<file path="config.mk">
export PLATFORM = sky130hd
export DESIGN_NAME = sbox_share_scheduler
export DESIGN_NICKNAME = d
export VERILOG_FILES = /design/src/rtl/sbox_share_scheduler.sv
export SDC_FILE = /design/constraint.sdc
export NUM_CORES = 1
export LEC_CHECK = 0
export BUFFER_PORTS_ARGS = -buffer_cell sky130_fd_sc_hd__buf_2
export CORE_UTILIZATION = 40
export DETAILED_ROUTE_END_ITERATION = 8
export GPL_ROUTABILITY_DRIVEN = 1
export PLACE_DENSITY_LB_ADDON = 0.3
export SYNTH_ARGS = -nofsm -noshare
export SYNTH_HDL_FRONTEND = slang
export SYNTH_SLANG_ARGS = --single-unit
export TNS_END_PERCENT = 50
</file>
<file path="constraint.sdc">
create_clock -name clk -period 1.61 [get_ports clk]
set_input_delay 0.161 -clock clk [delete_from_list [all_inputs] [get_ports clk]]
set_output_delay 0.161 -clock clk [all_outputs]
set_load 0.005 [all_outputs]
</file>
<file path="src/rtl/sbox_share_scheduler.sv">
// Round-robin time-sharing of one masked Skinny S-box between NREQ nibble lanes.
// Define SBOX_SYNCH_CHECK_EN to add the sticky err output that watches sb_synch.
module sbox_share_scheduler #(
   parameter int NREQ    = 4,
   parameter int SHARES  = 3,
   parameter int LATENCY = 11,
   parameter int RAND_W  = 39,
   parameter int IDW     = $clog2(NREQ)
) (
   input  logic                       clk,
   input  logic                       rst,
   input  logic [NREQ-1:0]            req_valid,
   output logic [NREQ-1:0]            req_ready,
   input  logic [NREQ*4*SHARES-1:0]   req_data,
   input  logic                       rnd_valid,
   output logic                       rnd_ready,
   input  logic [RAND_W-1:0]          rnd_data,
   output logic [4*SHARES-1:0]        sb_in,
   output logic [RAND_W-1:0]          sb_fresh,
   output logic                       sb_rst,
   input  logic [4*SHARES-1:0]        sb_out,
   input  logic                       sb_synch,
   output logic                       rsp_valid,
   input  logic                       rsp_ready,
   output logic [IDW-1:0]             rsp_id,
   output logic [4*SHARES-1:0]        rsp_data
`ifdef SBOX_SYNCH_CHECK_EN
   ,
   output logic                       err
`endif
);

   localparam int DW = 4 * SHARES;
   localparam int CW = (LATENCY > 1) ? $clog2(LATENCY) : 1;

   typedef enum logic [1:0] {
      IDLE,
      BUSY,
      RESP
   } state_t;

   state_t            state;
   state_t            state_nx;
   logic [IDW-1:0]    rr_ptr;
   logic [IDW-1:0]    rr_ptr_nx;
   logic [CW-1:0]     cnt;
   logic [CW-1:0]     cnt_nx;
   logic [IDW-1:0]    idx;
   logic [IDW-1:0]    gnt;
   logic              gnt_hit;
   logic              fire;
   logic              last;

   logic [DW-1:0]     sb_in_nx;
   logic [RAND_W-1:0] sb_fresh_nx;
   logic              sb_rst_nx;
   logic              rsp_valid_nx;
   logic [IDW-1:0]    rsp_id_nx;
   logic [DW-1:0]     rsp_data_nx;

   // Lowest cyclic offset from rr_ptr wins: later (smaller k) iterations override.
   always_comb begin
      idx     = '0;
      gnt     = '0;
      gnt_hit = 1'b0;
      for (int k = NREQ - 1; k >= 0; k--) begin
         idx = IDW'((int'(rr_ptr) + k) % NREQ);
         if (req_valid[idx]) begin
            gnt_hit = 1'b1;
            gnt     = idx;
         end
      end
   end

   assign fire      = (state == IDLE) && gnt_hit && rnd_valid;
   assign rnd_ready = fire;
   assign last      = (cnt == CW'(LATENCY - 1));

   always_comb begin
      req_ready = '0;
      if (fire) begin
         req_ready[gnt] = 1'b1;
      end
   end

   always_comb begin
      state_nx     = state;
      rr_ptr_nx    = rr_ptr;
      cnt_nx       = cnt;
      sb_in_nx     = sb_in;
      sb_fresh_nx  = sb_fresh;
      sb_rst_nx    = sb_rst;
      rsp_valid_nx = rsp_valid;
      rsp_id_nx    = rsp_id;
      rsp_data_nx  = rsp_data;
      unique case (state)
         IDLE: begin
            if (fire) begin
               state_nx    = BUSY;
               cnt_nx      = '0;
               sb_in_nx    = req_data[int'(gnt)*DW +: DW];
               sb_fresh_nx = rnd_data;
               sb_rst_nx   = 1'b0;
               rsp_id_nx   = gnt;
               rr_ptr_nx   = (gnt == IDW'(NREQ - 1)) ? '0 : gnt + 1'b1;
            end
         end
         BUSY: begin
            cnt_nx = cnt + 1'b1;
            if (last) begin
               state_nx     = RESP;
               cnt_nx       = '0;
               rsp_data_nx  = sb_out;
               rsp_valid_nx = 1'b1;
               sb_rst_nx    = 1'b1;
               sb_in_nx     = '0;
               sb_fresh_nx  = '0;
            end
         end
         RESP: begin
            if (rsp_ready) begin
               state_nx     = IDLE;
               rsp_valid_nx = 1'b0;
            end
         end
         default: begin
            state_nx = IDLE;
         end
      endcase
   end

   always_ff @(posedge clk) begin
      if (rst) begin
         state     <= IDLE;
         rr_ptr    <= '0;
         cnt       <= '0;
         sb_in     <= '0;
         sb_fresh  <= '0;
         sb_rst    <= 1'b1;
         rsp_valid <= 1'b0;
         rsp_id    <= '0;
         rsp_data  <= '0;
      end else begin
         state     <= state_nx;
         rr_ptr    <= rr_ptr_nx;
         cnt       <= cnt_nx;
         sb_in     <= sb_in_nx;
         sb_fresh  <= sb_fresh_nx;
         sb_rst    <= sb_rst_nx;
         rsp_valid <= rsp_valid_nx;
         rsp_id    <= rsp_id_nx;
         rsp_data  <= rsp_data_nx;
      end
   end

`ifdef SBOX_SYNCH_CHECK_EN
   // The S-box must report Synch exactly in the final evaluation cycle.
   logic synch_exp;
   assign synch_exp = (state == BUSY) && last;

   always_ff @(posedge clk) begin
      if (rst) begin
         err <= 1'b0;
      end else if (sb_synch != synch_exp) begin
         err <= 1'b1;
      end
   end
`else
   logic unused_synch;
   assign unused_synch = sb_synch;
`endif

endmodule

</file>
# == Yosys cells after proc, flatten, opt, wreduce, memory -nomap -nowiden ==
# Cells that the tools add are included.
# word_totals
register_bits,75
input_bits,108
output_inout_bits,72
word_cells,79
# classes
addsub,5
n_mul,1
order_cmp,6
eq_ne,7
shifts,1
muxes,38
reduce_logical,12
# ops
op,count
two-way mux 39 bit,2
one-hot mux 39 bit (2 select lines),1
variable part select 48 x 7 -> 12 bit,1
two-way mux 12 bit,2
one-hot mux 12 bit (2 select lines),1
two-way mux 2 bit,8
< comparator 2 x 3 -> 1 bit (second input constant),5
two-way mux 1 bit,12
two-way mux 4 bit,3
AND reduction 3 bit,3
binary-select mux 1 bit (select 2 bit),4
one-hot mux 4 bit (2 select lines),1
!= test 2 bit (second input constant),3
one-hot mux 2 bit (3 select lines),1
AND reduction 2 bit,3
adder 2 x 1 -> 2 bit (second input constant),2
adder 2 bit (second input constant),2
adder 4 x 1 -> 4 bit (second input constant),1
equality test 2 bit (second input constant),2
equality test 4 bit (second input constant),1
multiplier 2 x 2 -> 4 bit (second input constant),1
one-hot mux 1 bit (2 select lines),2
nonzero test 2 bit,2
logical AND 1 bit,3
other kinds (4),4

# == Longest topological paths before layout ==
# depth
ltp_word,12
mapped_depth,8
ltp_nobuf,7

# == Least setup slack after synthesis ==
# Ideal clock, no wire load.
# synth_path
path_kind,flip-flop to output port
startpoint,register rr_ptr[1]
endpoint,output req_ready[1]
arrival_ns,1.539
required_time_ns,1.449
path_slack_ns,-0.090
path_stages_with_launch,9
n_path_buf,2
cell_sequence,dfxtp_1 > a21oi_1 > o21ai_0 > o2bb2a_1 > buf_4 > buf_2 > inv_1 > ha_1 > and2_1
# synth_between
elab_chain_cells,12
elab_cells_between_ends,27
classes_between,add/sub: 3; order compare: 2; mux: 19; reduce/logical: 3
# synth_lines
element,line,source
start: declaration,44,logic [IDW-1:0] rr_ptr;
start signal: assignment,145,rr_ptr <= rr_ptr_nx;
adder 2 bit,67,idx = IDW'((int'(rr_ptr) + k) % NREQ);
binary-select mux 1 bit (select 2 bit),68,if (req_valid[idx]) begin
two-way mux 1 bit (not written as such),68,
two-way mux 2 bit (3 in series),68,
two-way mux 2 bit *,68,
named net gnt[1],49,logic [IDW-1:0] gnt;
< comparator 2 x 3 -> 1 bit (not written as such) / >= comparator 2 x 1 -> 1 bit (equally long branches),82,req_ready[gnt] = 1'b1;
logical AND 1 bit (not written as such),82,
two-way mux 1 bit (not written as such),82,
demux 1 bit (select 2 bit) *,82,
two-way mux 4 bit *,81,if (fire) begin
end: declaration,13,"output logic [NREQ-1:0] req_ready,"
# The timed path passes the listed nets; every way through them passes the cells marked *. The select of a mux whose other input is x is not followed.

# == Worst setup path after layout ==
# Same ends and word-level chain as after synthesis.

==> metrics <==
run status finished, violations left; failing checks negative setup slack; clock skew 12.7 ps; DP HPWL 6.17 mm; R2R setup slack -150 ps; Hold Vio Cnt, Final 0; crit share post-route 1.22; hold path endpoint sb_fresh[33]; post-synthesis mux area share 0.0828; Synth Area in Simple Gates 0.152; final layout net count 657; RSZ-0062 raised after global routing true; hold path start rnd_data[33]; antenna violations before repair 0; hold crit path type primary input to flop; clock buffer count from CTS 9; Post-DRT Antenna Nets 0; Die ar. 0.00822 mm²; vias 3294; fraction of registers with async set or reset after synthesis 0; Post-Route WL 9.90 mm; Crit path buffers/inverters 3; largest family of logic cells by synthesized area compound AO/OA/AOI/OAI gates; synth warn 0; Syn Area/Cell 9.28 µm²; Die Y 90.7 µm; adder-cell share of the synthesized area 0.0239; H-tree Lvls 3; Synth Register Bits 75; largest cells by area after synthesis dfxtp_1, a22oi_1, mux2i_1; routability congestion estimate 0.732; PD cells 909 mW/mm²; Worst R2R Path Depth 9; Comb pwr share 0.256; pre-CTS setup slack -40.6 ps; Crit Path Class flop to primary output; complex-gate fraction of the synthesized area 0.211; diodes inserted 0; peak supply drop 0.000473 V; Critical R2R Capture sb_in[2]; Clock Path Buffers 2; max-cap check violation count 0; DRC errors left 0; Slew @ Worst Pin 483 ps; Pint 0.00337 W; Syn Std Cell Area 0.00314 mm²; synth unique cells 32; min cycle time layout 1970 ps; CP top delay family buffers and inverters; clock sinks 75; number of I/O pins 180; Crit Path Max Fanout 5; max_slew headroom 0.678; fmax 507 MHz; slowest CP cell dfxtp_4; pin count of the biggest net entering global routing 49; Core Box Area 0.00741 mm²; WL per Instance 15.3 µm; gr ovfl total 0; die width 90.7 µm; number of iterations in the first detailed-routing pass 4; Critical Path Start Type flop; CP endpoint kind primary output; gr usage total 0.219; DR iter-0 viols 102; Switching Share 0.285; Seq pwr share 0.433; Synth Flop Type dfxtp_1; Req. time, crit path 1450 ps; number of buffers added on ports 178; commonest cells in the netlist dfxtp_1, nand2_1, nor2_1; clock share of power 0.311; Synth top area share 0.478; Worst-Skew Late Latency 350 ps; Setup violations, final 16; Post-Synth XOR/XNOR Area 0; Switch Pwr 0.00134 W; Setup WS post-layout -361 ps; Layout area overhead 64.7%; post-synth top area cell dfxtp_1; Slew Viols, Final 0; reg2reg start rr_ptr[1]; share of the yosys chip area belonging to registers 0.478; row count 31; clock transition at the registers of the reported paths 90 ps; Syn Nets 453; share of layout cells above drive strength 1 0.591; vias per inst 5.09; initial core utilization 0.424; critical path data arrival time 1810 ps; Gate Count Post-Synth 339; CTS tree yes; Post-synth EDFFs 0; slowest cell delay on critical path 380 ps; clk root buf clkbuf_8; global-route wire length before repair 14.5 mm; Hold Path Cell Cnt 3; Post-Route Utilization 0.699; cell with the most instances after synthesis dfxtp_1; P_leak 2.33 nW; worst path cell trace mux2i_1, nor2_1, a311oi_2, buf_4, buf_6, ha_1, and2_1, buf_2; number of global-route vias before repair 3127
==> registers in the layout, summed over array words and instances (netlist names) <==
| register | count |
|---|---|
| sb_rst | 1 |
| rr_ptr | 2 |
| rsp_valid | 1 |
| rsp_id | 2 |
| cnt | 4 |
| sb_fresh | 39 |
| state | 2 |
| rsp_data | 12 |
| sb_in | 12 |
==> layout make-up <==
| type | count | area, µm² |
|---|---|---|
| Clock inverter | 7 | 76.3 |
| Multi-Input combinational cell | 233 | 1880 |
| Tap cell | 99 | 124 |
| Sequential cell | 75 | 1510 |
| Timing Repair Buffer | 217 | 1440 |
| Inverter | 7 | 31.3 |
| Clock buffer | 9 | 124 |
| Fill cell | 586 | 2230 |
==> cells in the final DEF, fill, tap and decap left out, types with 9 or more instances in the layout <==
cell      instances
clkbuf_8          9
a21oi_1          22
mux2i_1          10
o221ai_2         11
a22oi_2          37
buf_2           175
nand2_1          48
nor2_1           49
buf_4            22
dfxtp_1          70
==> cells by family (layout without fill, tap and decap cells) <==
family,count (synthesis),in the layout
compound gates,85,85
fa+ha+maj,6,6
buf+inv,32,240
flops,75,75
mux,26,26
simple gates,115,116
==> stage by stage <==
| stage | TNS, ps | instances | power [W] | cell area, µm² | hold slack, ps |
|---|---|---|---|---|---|
| floorplan | 0 | 339 | 0.00250 | 3150 | 297 |
| global placement | -69.8 | 614 | 0.00286 | 4260 | 405 |
| detailed placement | -335 | 614 | 0.00288 | 4260 | 409 |
| CTS | -2360 | 637 | 0.00442 | 4610 | 44.4 |
| global route | -5970 | 647 | 0.00494 | 5180 | 53.5 |
| finish | -2840 | 647 | 0.00471 | 5180 | 56.7 |
==> worst max path at each step <==
stage	from	endpoint	cells after the start	slack [ps]
2_1_floorplan	rr_ptr[1]	req_ready[1]	8	7
3_5_place_dp	rr_ptr[1]	req_ready[0]	8	-40
4_1_cts	rr_ptr[1]	req_ready[3]	8	-350
6_report	rr_ptr[1]	req_ready[1]	8	-360
3_3_place_gp	rr_ptr[1]	req_ready[2]	8	-40
5_1_grt	rr_ptr[1]	req_ready[1]	8	-490
==> power by group through the flow <==
stage                     Clock (W)  Sequential (W)  Combinational, W
after CTS                   0.00148         0.00202          0.000909
final                       0.00146         0.00204           0.00121
after global routing        0.00159         0.00205           0.00129
after floorplan                   0         0.00208          0.000422
after global placement            0         0.00206          0.000799
after detailed placement          0         0.00206          0.000817
==> repair_timing <==
action / 4_1_cts / 5_1_grt
pin swaps: 3 / 7
setup buffers: 5 / 6
setup endpoints to repair: 10 / 69
hold buffers: 0 / 0
cloned: 2 / 5
gates resized for setup: 14 / 86
==> layer usage <==
layer  track usage  share of wire  up-vias  wire length, µm
li1              -              -     1608                -
met1         0.263           0.41     1533             4070
met2         0.378           0.50      131             4950
met3        0.0488          0.061       22              605
met4        0.0887          0.027        0              272
met5             0              0        -                0
==> tightest hold or removal path, cell delays in order <==
cell	delay, ps
buf_2	80
a22oi_2	60
nor2_1	70
Power figures use the tool's default switching activity.
